$ cat config.mk
export PLATFORM = sky130hd
export DESIGN_NAME = lut_checker_delay
export DESIGN_NICKNAME = d
export VERILOG_FILES = /design/src/rtl/lut_checker_delay.sv
export SDC_FILE = /design/constraint.sdc
export NUM_CORES = 1
export LEC_CHECK = 0
export ABC_AREA = 1
export CAP_MARGIN = 10
export CORE_ASPECT_RATIO = 1.75
export CORE_MARGIN = 4
export CORE_UTILIZATION = 45
export DETAILED_ROUTE_END_ITERATION = 12
export PLACE_DENSITY = 0.7
export SLEW_MARGIN = 20
export SYNTH_ARGS = -nofsm -noshare
export SYNTH_HDL_FRONTEND = slang
export SYNTH_SLANG_ARGS = --single-unit
$ cat constraint.sdc
create_clock -name clk -period 8.6 [get_ports clk]
set_clock_uncertainty 0.15 [all_clocks]
set_input_delay 0.86 -clock clk [delete_from_list [all_inputs] [get_ports clk]]
set_output_delay 0.86 -clock clk [all_outputs]
set_load 0.05 [all_outputs]
$ cat src/rtl/lut_checker_delay.sv
// LAT-deep shift register of {valid, data} that aligns golden words to DUT results.
module lut_checker_delay #(
  parameter int LAT = 3,
  parameter int DW  = 64
) (
  input  logic          clk,
  input  logic          arst,
  input  logic          srst,
  input  logic          i_en,
  input  logic          i_valid,
  input  logic [DW-1:0] i_data,
  output logic          o_valid,
  output logic [DW-1:0] o_data
);

  logic [DW:0] r_stage [LAT];

  // Shift one stage per enabled cycle; both resets empty the line.
  always_ff @(posedge clk or posedge arst) begin
    if (arst) begin
      for (int unsigned i = 0; i < LAT; i++) r_stage[i] <= '0;
    end else if (srst) begin
      for (int unsigned i = 0; i < LAT; i++) r_stage[i] <= '0;
    end else if (i_en) begin
      r_stage[0] <= {i_valid, i_data};
      for (int unsigned i = 1; i < LAT; i++) r_stage[i] <= r_stage[i-1];
    end
  end

  assign o_valid = r_stage[LAT-1][DW];
  assign o_data  = r_stage[LAT-1][DW-1:0];

endmodule

==> run_results.csv, run 1 <==
group,metric,value,unit
run_status,status,"finished clean",
synthesis,ys_dominant_reg_cell,"dfrtp_1",
clocking,cts_resized,0,
cells_and_area,fin_util,53.3,%
worst_setup_path,crit_path_start_kind,"input port",
timing,fin_ws,5.29,ns
route,wl,16.4,mm
worst_setup_path,crit_buf_inv,3,
global_route,grt_pass1_vias,5495,
worst_setup_path,critPathKind,"in -> reg",
global_route,grt_use_total,16.6,%
timing,post-route-period-util,38.5,%
cells_and_area,antenna_cells,0,
synthesis,synth_common_cells,"nand2_1, dfrtp_1, nand3_1",
global_route,grtUsageMet3,3.04,%
worst_setup_path,crit_arrival,3.52,ns
cells_and_area,final_cells,1187,
clocking,postCtsSetupRepairBufs,0,
timing,final.setup.tns,0,ns
pwr,ir_drop,0.000124,V
worst_setup_path,required,8.81,ns
synthesis,syn_inst,911,
cells_and_area,nets,1009,
timing,slew_headroom,33.9,%
worst_setup_path,cp_slowest_stage_delay,0.85,ns
clocking,htree_levels,4,
timing,fin_crit,3.31,ns
worst_hold_path,hold_class,"reg -> reg",
timing,maxSlewViolCount,0,
synthesis,synth_top_area_share,59.4,%
global_route,gr-total-overflow,0,
placed_design,io_buffer_count,133,
worst_setup_path,slowest_stage,"buf_4",
synthesis,syn_area_per_cell,9.02,sq um
worst_setup_path,worst-path-max-fanout,99,
synthesis,yosys-top-cells-area,"dfrtp_1, nand2_1, nand3_1, buf_4, buf_2",
worst_setup_path,crit_path_end_kind,"flip-flop",
synthesis,async_flop_share,100,%
synthesis,yosysSeqAreaShare,59.4,%
worst_hold_path,holdPathStages,2,
synthesis,synth_edf_count,0,
route,firstDrtPassIters,4,
global_route,grt_pass1_wl,27.3,mm
floorplanning,start_util,45.7,%
floorplanning,core,18000,sq um
placed_design,dp_cells,1155,
cells_and_area,nFillCells,1687,
clocking,clk_pin_slew,0.07,ns
placed_design,dp_hpwl,9.34,mm
synthesis,yosysUniqueCellTypes,11,
timing,fin_hold_ws,0.321,ns
floorplanning,die_area,20600,sq um
synthesis,syn_area,8220,sq um
cells_and_area,syn_to_final_growth,16.5,%
timing,timing.fmax,0.302,GHz
floorplanning,die_x,110,microns
clocking,insertion_delay,0.43,ns
placed_design,dpl_worst_slack,4.87,ns
cells_and_area,finalInstanceArea,9580,sq um
global_route,antenna_found_initial,0,
route,wire_per_inst,13.8,microns
route,num_vias,5867,
run,drv_cap,0,
cells_and_area,drive_gt1_share,4.30,%
global_route,grt.busiest_layer,"met2",
global_route,grt_max_degree,110,
route,ant_nets,0,
floorplanning,ioPinCount,134,
worst_setup_path,cp.depth,6,
clocking,cts_root_buf,"clkbuf_16",
clocking,clockBufferDepth,2,
global_route,globalRouteMet1Util,23.1,%
worst_setup_path,cpLargestDelayFamily,"buffers and inverters",
route,initialDrtViolationCount,518,
clocking,tritoncts,"done",
placed_design,place.gp.congestion,0.738,
pwr,p_leak,5.06,nW
synthesis,yosys.area.top_type,"dfrtp_1",
clocking,cts_hold_buffers,0,
timing,rsz0062_at_grt,"no",
synthesis,postSynthNetCount,980,
synthesis,ys_ff_latch,195,
worst_setup_path,worstPathCellList,"clkdlybuf4s50_1, nor2_4, buf_4, buf_4, nand2_1, nand2_1",
synthesis,yosysMostFrequentCell,"nand2_1",
timing,setup_violations,0,
placed_design,place_area,9010,sq um
route,via_per_inst,4.94,
timing,hold_viol,0,
floorplanning,die_h,187,microns
global_route,use_met2,25.9,%
timing,tightest_slew,0.991,ns
route,drc,0,
pwr,total_power,1.87,mW
worst_setup_path,r2r_cells,2,
clocking,numCtsBuffers,17,
synthesis,yosys_warnings,0,
pwr,powerDensity,196,nW/um^2
clocking,clock-sinks,195,
floorplanning,rows,65,
[registers in the layout, summed over array words and instances, names as in the netlist]
register and count:
o_data 64, o_valid 1, r_stage 130
[cell usage in the layout, fill, tap and decap left out, drive strengths merged]
cell           instances
buf                    6
clkbuf                19
clkdlybuf4s50        132
clkinv                 5
dfrtp                195
inv                   10
nand2                390
nand3                195
nor2                   1
[routing by layer]
metal | vias up | share of wire, %
met2 | 129 | 51
met5 | - | 0
met4 | 0 | 2.0
met3 | 19 | 3.8
met1 | 2828 | 43
li1 | 2891 | -
[worst reg2reg max path: cells and delay by family, from the launching register on]
kind / cells / cell delay, ns
flip-flops: 1 / 0.39
AND/OR/NAND/NOR: 2 / 0.17
[power by group]
group / internal [mW] / leakage, nW / switching [mW]
clock network: 0.396 / 0.283 / 0.363
registers: 0.948 / 2.66 / 0.0170
logic: 0.0536 / 2.11 / 0.0972
total: 1.40 / 5.06 / 0.477
[kinds of logic after synthesis]
group	share of synthesized area (%)
DFF	59.4
buffers and inverters	10.8
and+or+nand+nor	29.8
[final cells by class]
cell class / instances / area (sq um) / share of cell area, %
multi-input combinational: 586 / 2450 / 25.6
clock inverter: 13 / 111 / 1.16
sequential: 195 / 4880 / 50.9
timing repair buffer: 138 / 1370 / 14.3
tap: 234 / 293 / 3.06
inverter: 2 / 20.0 / 0.209
clock buffer: 19 / 453 / 4.73
[final timing paths]
path | startpoint | to | slack [ns]
worst max-delay path | srst | r_stage[84]$_DFFE_PP0P_ | 5.29
worst min-delay path | o_data[35]$_DFFE_PP0P_ | o_data[35]$_DFFE_PP0P_ | 0.32
worst max register to register | r_stage[94]$_DFFE_PP0P_ | o_data[29]$_DFFE_PP0P_ | 7.78
worst min register to register | o_data[35]$_DFFE_PP0P_ | o_data[35]$_DFFE_PP0P_ | 0.32
max in group asynchronous | arst | r_stage[128]$_DFFE_PP0P_ | 6.29
min in group asynchronous | arst | r_stage[172]$_DFFE_PP0P_ | 0.78
Power figures use the tool's default switching activity.
==> run 2, diff against run 1 <==
PLACE_DENSITY = 0.73   (was 0.7)
clock period = 2.7 ns   (was 8.6 ns; I/O delays follow)
==> run 2 against run 1 <==
- die area unchanged
- global-route usage up 0.42 points
- sequential power grew to 3.2 times the previous value
- wire length increased by 1.7%
- via count shrank 0.99%
==> run_results.csv, run 2 (same netlist as run 1, synthesis figures left out) <==
group,metric,value,unit
run_status,status,"finished clean",
cells_and_area,largest_reg_flops,130,
floorplanning,core,18000,sq um
worst_setup_path,r2r_start,"r_stage[188]$_DFFE_PP0P_",
clocking,cts_resized,0,
cells_and_area,finalInstanceArea,9720,sq um
floorplanning,die_h,187,microns
worst_setup_path,crit_path_end_kind,"output port",
timing,setup_violations,0,
global_route,grt.busiest_layer,"met2",
placed_design,dp_hpwl,9.91,mm
cells_and_area,largest-register,"r_stage",
route,drc,0,
clocking,insertion_delay,0.43,ns
pwr,powerDensity,621,nW/um^2
run,drv_cap,0,
worst_setup_path,critPathKind,"reg -> out",
floorplanning,rows,65,
global_route,antenna_found_initial,0,
worst_setup_path,crit_buf_inv,1,
worst_hold_path,hold_class,"in -> async",
route,num_vias,5809,
placed_design,io_buffer_count,133,
global_route,grt_pass1_wl,28.1,mm
global_route,grt_use_total,17.1,%
route,via_per_inst,4.88,
worst_setup_path,cpLargestDelayFamily,"buffers and inverters",
cells_and_area,syn_to_final_growth,18.2,%
floorplanning,ioPinCount,134,
timing,rsz0062_at_grt,"no",
worst_setup_path,slowest_stage,"clkdlybuf4s50_1",
global_route,use_met2,28.0,%
worst_setup_path,cp_slowest_stage_delay,0.86,ns
clocking,cts_root_buf,"clkbuf_16",
worst_setup_path,rrSetupSlack,1.87,ns
clocking,tritoncts,"done",
placed_design,dpl_worst_slack,0.798,ns
global_route,globalRouteMet1Util,22.7,%
timing,post-route-period-util,77.1,%
timing,tightest_slew,0.700,ns
route,initialDrtViolationCount,389,
clocking,numCtsBuffers,17,
placed_design,place.gp.congestion,0.751,
worst_setup_path,crit_arrival,1.66,ns
worst_setup_path,r2r_end,"r_stage[123]$_DFFE_PP0P_",
route,ant_nets,0,
timing,maxSlewViolCount,0,
cells_and_area,final_common_cell,"nand2_1",
worst_setup_path,required,2.28,ns
worst_setup_path,worst-path-max-fanout,2,
floorplanning,die_x,110,microns
cells_and_area,final_cell_mix,"nand2_1, nand3_1, dfrtp_1, clkdlybuf4s50_1, clkbuf_16",
timing,timing.fmax,0.480,GHz
clocking,clk_pin_slew,0.08,ns
pwr,ir_drop,0.000375,V
global_route,grtUsageMet3,3.28,%
global_route,gr-total-overflow,0,
route,wire_per_inst,14.0,microns
route,firstDrtPassIters,4,
timing,fin_ws,0.618,ns
clocking,htree_levels,4,
floorplanning,start_util,45.7,%
clocking,clock-sinks,195,
route,wl,16.6,mm
pwr,total_power,6.03,mW
cells_and_area,drive_gt1_share,4.70,%
clocking,postCtsSetupRepairBufs,0,
global_route,grt_max_degree,103,
cells_and_area,nets,1013,
worst_setup_path,cp.depth,1,
floorplanning,die_area,20600,sq um
placed_design,place_area,9140,sq um
timing,fin_crit,2.08,ns
worst_setup_path,worstPathCellList,"clkdlybuf4s50_1",
worst_setup_path,crit_path_start_kind,"flip-flop",
worst_setup_path,r2r_cells,2,
timing,hold_viol,0,
cells_and_area,antenna_cells,0,
worst_setup_path,endpoint,"o_data[57]",
timing,slew_headroom,53.3,%
worst_setup_path,crit_path_start,"o_data[57]$_DFFE_PP0P_",
pwr,p_leak,5.11,nW
clocking,clockBufferDepth,2,
global_route,grt_pass1_vias,5595,
clocking,cts_hold_buffers,0,
==> run 2: changes by cell type in the layout (fill, tap and decap cells not counted), sizes merged <==
cell      delta
buf          +4
clkinvlp     +2
clkbuf       -1
inv          -1
==> run 2: area by class of cell <==
type,instances,area (sq um)
fill,1645,8250
clock buffer,18,439
tap,234,293
timing repair buffer,142,1500
multi-input combinational,586,2450
clock inverter,14,143
inverter,2,16.3
sequential,195,4880
==> run 2: worst min path at each step <==
stage / end / slack [ns] / depth (start not counted)
after global routing: r_stage[173]$_DFFE_PP0P_ / 0.23 / 3
after detailed placement: o_data[38]$_DFFE_PP0P_ / 0.31 / 2
after global placement: o_data[11]$_DFFE_PP0P_ / 0.30 / 2
after floorplan: r_stage[130]$_DFFE_PP0P_ / 0.26 / 2
after CTS: r_stage[162]$_DFFE_PP0P_ / 0.22 / 3
final: o_data[6]$_DFFE_PP0P_ / 0.20 / 3
==> run 2: power by group <==
group          internal [mW]  total (mW)  switching (mW)
Combinational          0.189       0.504           0.314
Sequential              3.02        3.07          0.0545
Clock                   1.26        2.46            1.20
Total                   4.47        6.03            1.57
==> run 2: routing by layer <==
metal | wire length [microns] | up-vias
met4 | 196 | 0
met2 | 8790 | 116
met3 | 620 | 10
met1 | 7020 | 2784
li1 | - | 2899
met5 | 0 | -
==> run 2: per-stage QoR <==
stage / hold WS [ns] / util, % / instances / setup TNS, ns
2_1_floorplan: 0.265 / - / 911 / -46.49
3_3_place_gp: 0.302 / 50.9 / 1159 / 0
3_5_place_dp: 0.307 / 50.9 / 1159 / 0
4_1_cts: 0.221 / 54.1 / 1191 / 0
5_1_grt: 0.225 / 54.1 / 1191 / 0
6_report: 0.199 / 54.1 / 1191 / 0
==> run 3, diff against run 2 <==
clock period = 1.8 ns   (was 2.7 ns; I/O delays follow)
==> run 3 against run 2 <==
- setup slack worse by 0.28 ns
- worst hold slack worse by 0.15 ns
- largest cell class unchanged
- register-to-register slack worse by 0.87 ns
- clock power is 54% higher
- non-clock buffer count is 13 higher
- global-route usage is 0.31 points lower
==> run_results.csv, run 3 (same netlist as run 1, synthesis figures left out) <==
group,metric,value,unit
worst_setup_path,crit_path_end_kind,"async pin",
route,firstDrtPassIters,5,
global_route,antenna_found_initial,0,
global_route,globalRouteMet1Util,22.0,%
global_route,grtUsageMet3,3.14,%
run_status,status,"finished clean",
pwr,p_clk_share,41.2,%
floorplanning,die_area,20600,sq um
global_route,gr-total-overflow,0,
floorplanning,rows,65,
timing,hold_viol,0,
cells_and_area,finalInstanceArea,9770,sq um
clocking,clock-sinks,195,
global_route,grt_pass1_wl,27.5,mm
cells_and_area,drive_gt1_share,12.6,%
clocking,cts_resized,0,
pwr,p_switching,2.33,mW
floorplanning,core,18000,sq um
route,via_per_inst,4.89,
cells_and_area,final_cell_mix,"nand2_1, nand3_1, dfrtp_1, buf_4, clkdlybuf4s50_1",
placed_design,place.gp.congestion,0.737,
route,wl,16.6,mm
floorplanning,ioPinCount,134,
global_route,grt_use_total,16.7,%
worst_setup_path,required,2.20,ns
cells_and_area,nets,1026,
timing,rsz0062_at_grt,"no",
worst_setup_path,crit_arrival,1.86,ns
timing,fin_crit,1.46,ns
pwr,powerDensity,942,nW/um^2
timing,tightest_slew,0.478,ns
cells_and_area,antenna_cells,0,
timing,maxSlewViolCount,0,
placed_design,io_buffer_count,133,
floorplanning,die_x,110,microns
route,drc,0,
global_route,grt_pass1_vias,5566,
timing,slew_headroom,68.2,%
timing,timing.fmax,0.684,GHz
run,drv_cap,0,
global_route,use_met2,27.7,%
cells_and_area,largest_reg_flops,130,
cells_and_area,syn_to_final_growth,18.8,%
clocking,tritoncts,"done",
pwr,seq_power_share,50.1,%
clocking,htree_levels,4,
pwr,total_power,9.20,mW
route,initialDrtViolationCount,411,
clocking,insertion_delay,0.43,ns
floorplanning,start_util,45.7,%
clocking,clockBufferDepth,2,
cells_and_area,final_common_cell,"nand2_1",
clocking,clk_pin_slew,0.07,ns
worst_hold_path,hold_class,"in -> reg",
route,ant_nets,0,
pwr,swShare,25.3,%
cells_and_area,fin_util,54.3,%
clocking,numCtsBuffers,17,
pwr,p_leak,5.34,nW
worst_setup_path,rrSetupSlack,1.00,ns
placed_design,dp_hpwl,10.6,mm
cells_and_area,largest-register,"r_stage",
pwr,ir_drop,0.000532,V
floorplanning,die_h,187,microns
pwr,pwr-share-comb,8.6,%
global_route,grt.busiest_layer,"met2",
placed_design,place_area,9160,sq um
worst_setup_path,crit_path_start_kind,"input port",
worst_setup_path,worst-path-max-fanout,91,
route,wire_per_inst,13.8,microns
timing,setup_violations,0,
global_route,grt_max_degree,104,
pwr,intPower,6.87,mW
worst_setup_path,critPathKind,"in -> async",
clocking,cts_root_buf,"clkbuf_16",
timing,post-route-period-util,81.2,%
route,num_vias,5890,
-- run 3: critical path, stage by stage --
cell and delay [ns]:
dlygate4sd3_1 0.53, clkdlybuf4s50_1 0.47, clkinvlp_4 0.21, buf_12 0.39
-- run 3: per-layer routing --
| layer | vias up | routed length (microns) |
|---|---|---|
| met3 | 14 | 656 |
| met5 | - | 0 |
| met1 | 2819 | 7030 |
| li1 | 2936 | - |
| met2 | 121 | 8650 |
| met4 | 0 | 253 |
-- run 3: cell type report --
type | count | area (sq um)
clock buffer | 18 | 439
clock inverter | 14 | 161
fill | 1630 | 8210
inverter | 2 | 16.3
multi-input combinational | 586 | 2450
sequential | 195 | 4880
tap | 234 | 293
timing repair buffer | 155 | 1530
-- run 3: path summary, 6_finish.rpt --
path	start	end	depth (start not counted)
setup / recovery	arst	o_data[18]$_DFFE_PP0P_	4
hold / removal	i_en	r_stage[134]$_DFFE_PP0P_	5
setup reg to reg	r_stage[132]$_DFFE_PP0P_	r_stage[67]$_DFFE_PP0P_	2
hold reg to reg	o_data[60]$_DFFE_PP0P_	o_data[60]$_DFFE_PP0P_	2
max in group clk	o_data[25]$_DFFE_PP0P_	o_data[25]	1
min in group asynchronous	arst	r_stage[194]$_DFFE_PP0P_	3
-- run 3: per-stage QoR --
| stage | worst slack [ns] | TNS (ns) | instances | hold WS [ns] |
|---|---|---|---|---|
| after floorplan | -1.05 | -204.44 | 911 | 0.175 |
| after global placement | 0.181 | 0 | 1171 | 0.304 |
| after detailed placement | 0.143 | 0 | 1171 | 0.309 |
| after CTS | 0.331 | 0 | 1204 | 0.0330 |
| after global routing | 0.210 | 0 | 1204 | 0.0555 |
| final | 0.338 | 0 | 1204 | 0.0513 |
-- run 3: repair_timing --
action                     4_1_cts  5_1_grt
hold buffers                     1        0
hold endpoints to repair         1        0
setup endpoints to repair        0        0
buffers inserted                 0        0
-- run 3: power by group through the flow --
stage / combinational, mW / sequential (mW) / clock, mW
3_3_place_gp: 0.802 / 4.69 / 0
5_1_grt: 0.877 / 4.63 / 4.11
3_5_place_dp: 0.811 / 4.70 / 0
4_1_cts: 0.814 / 4.61 / 3.93
2_1_floorplan: 0.523 / 4.68 / 0
6_report: 0.794 / 4.61 / 3.79
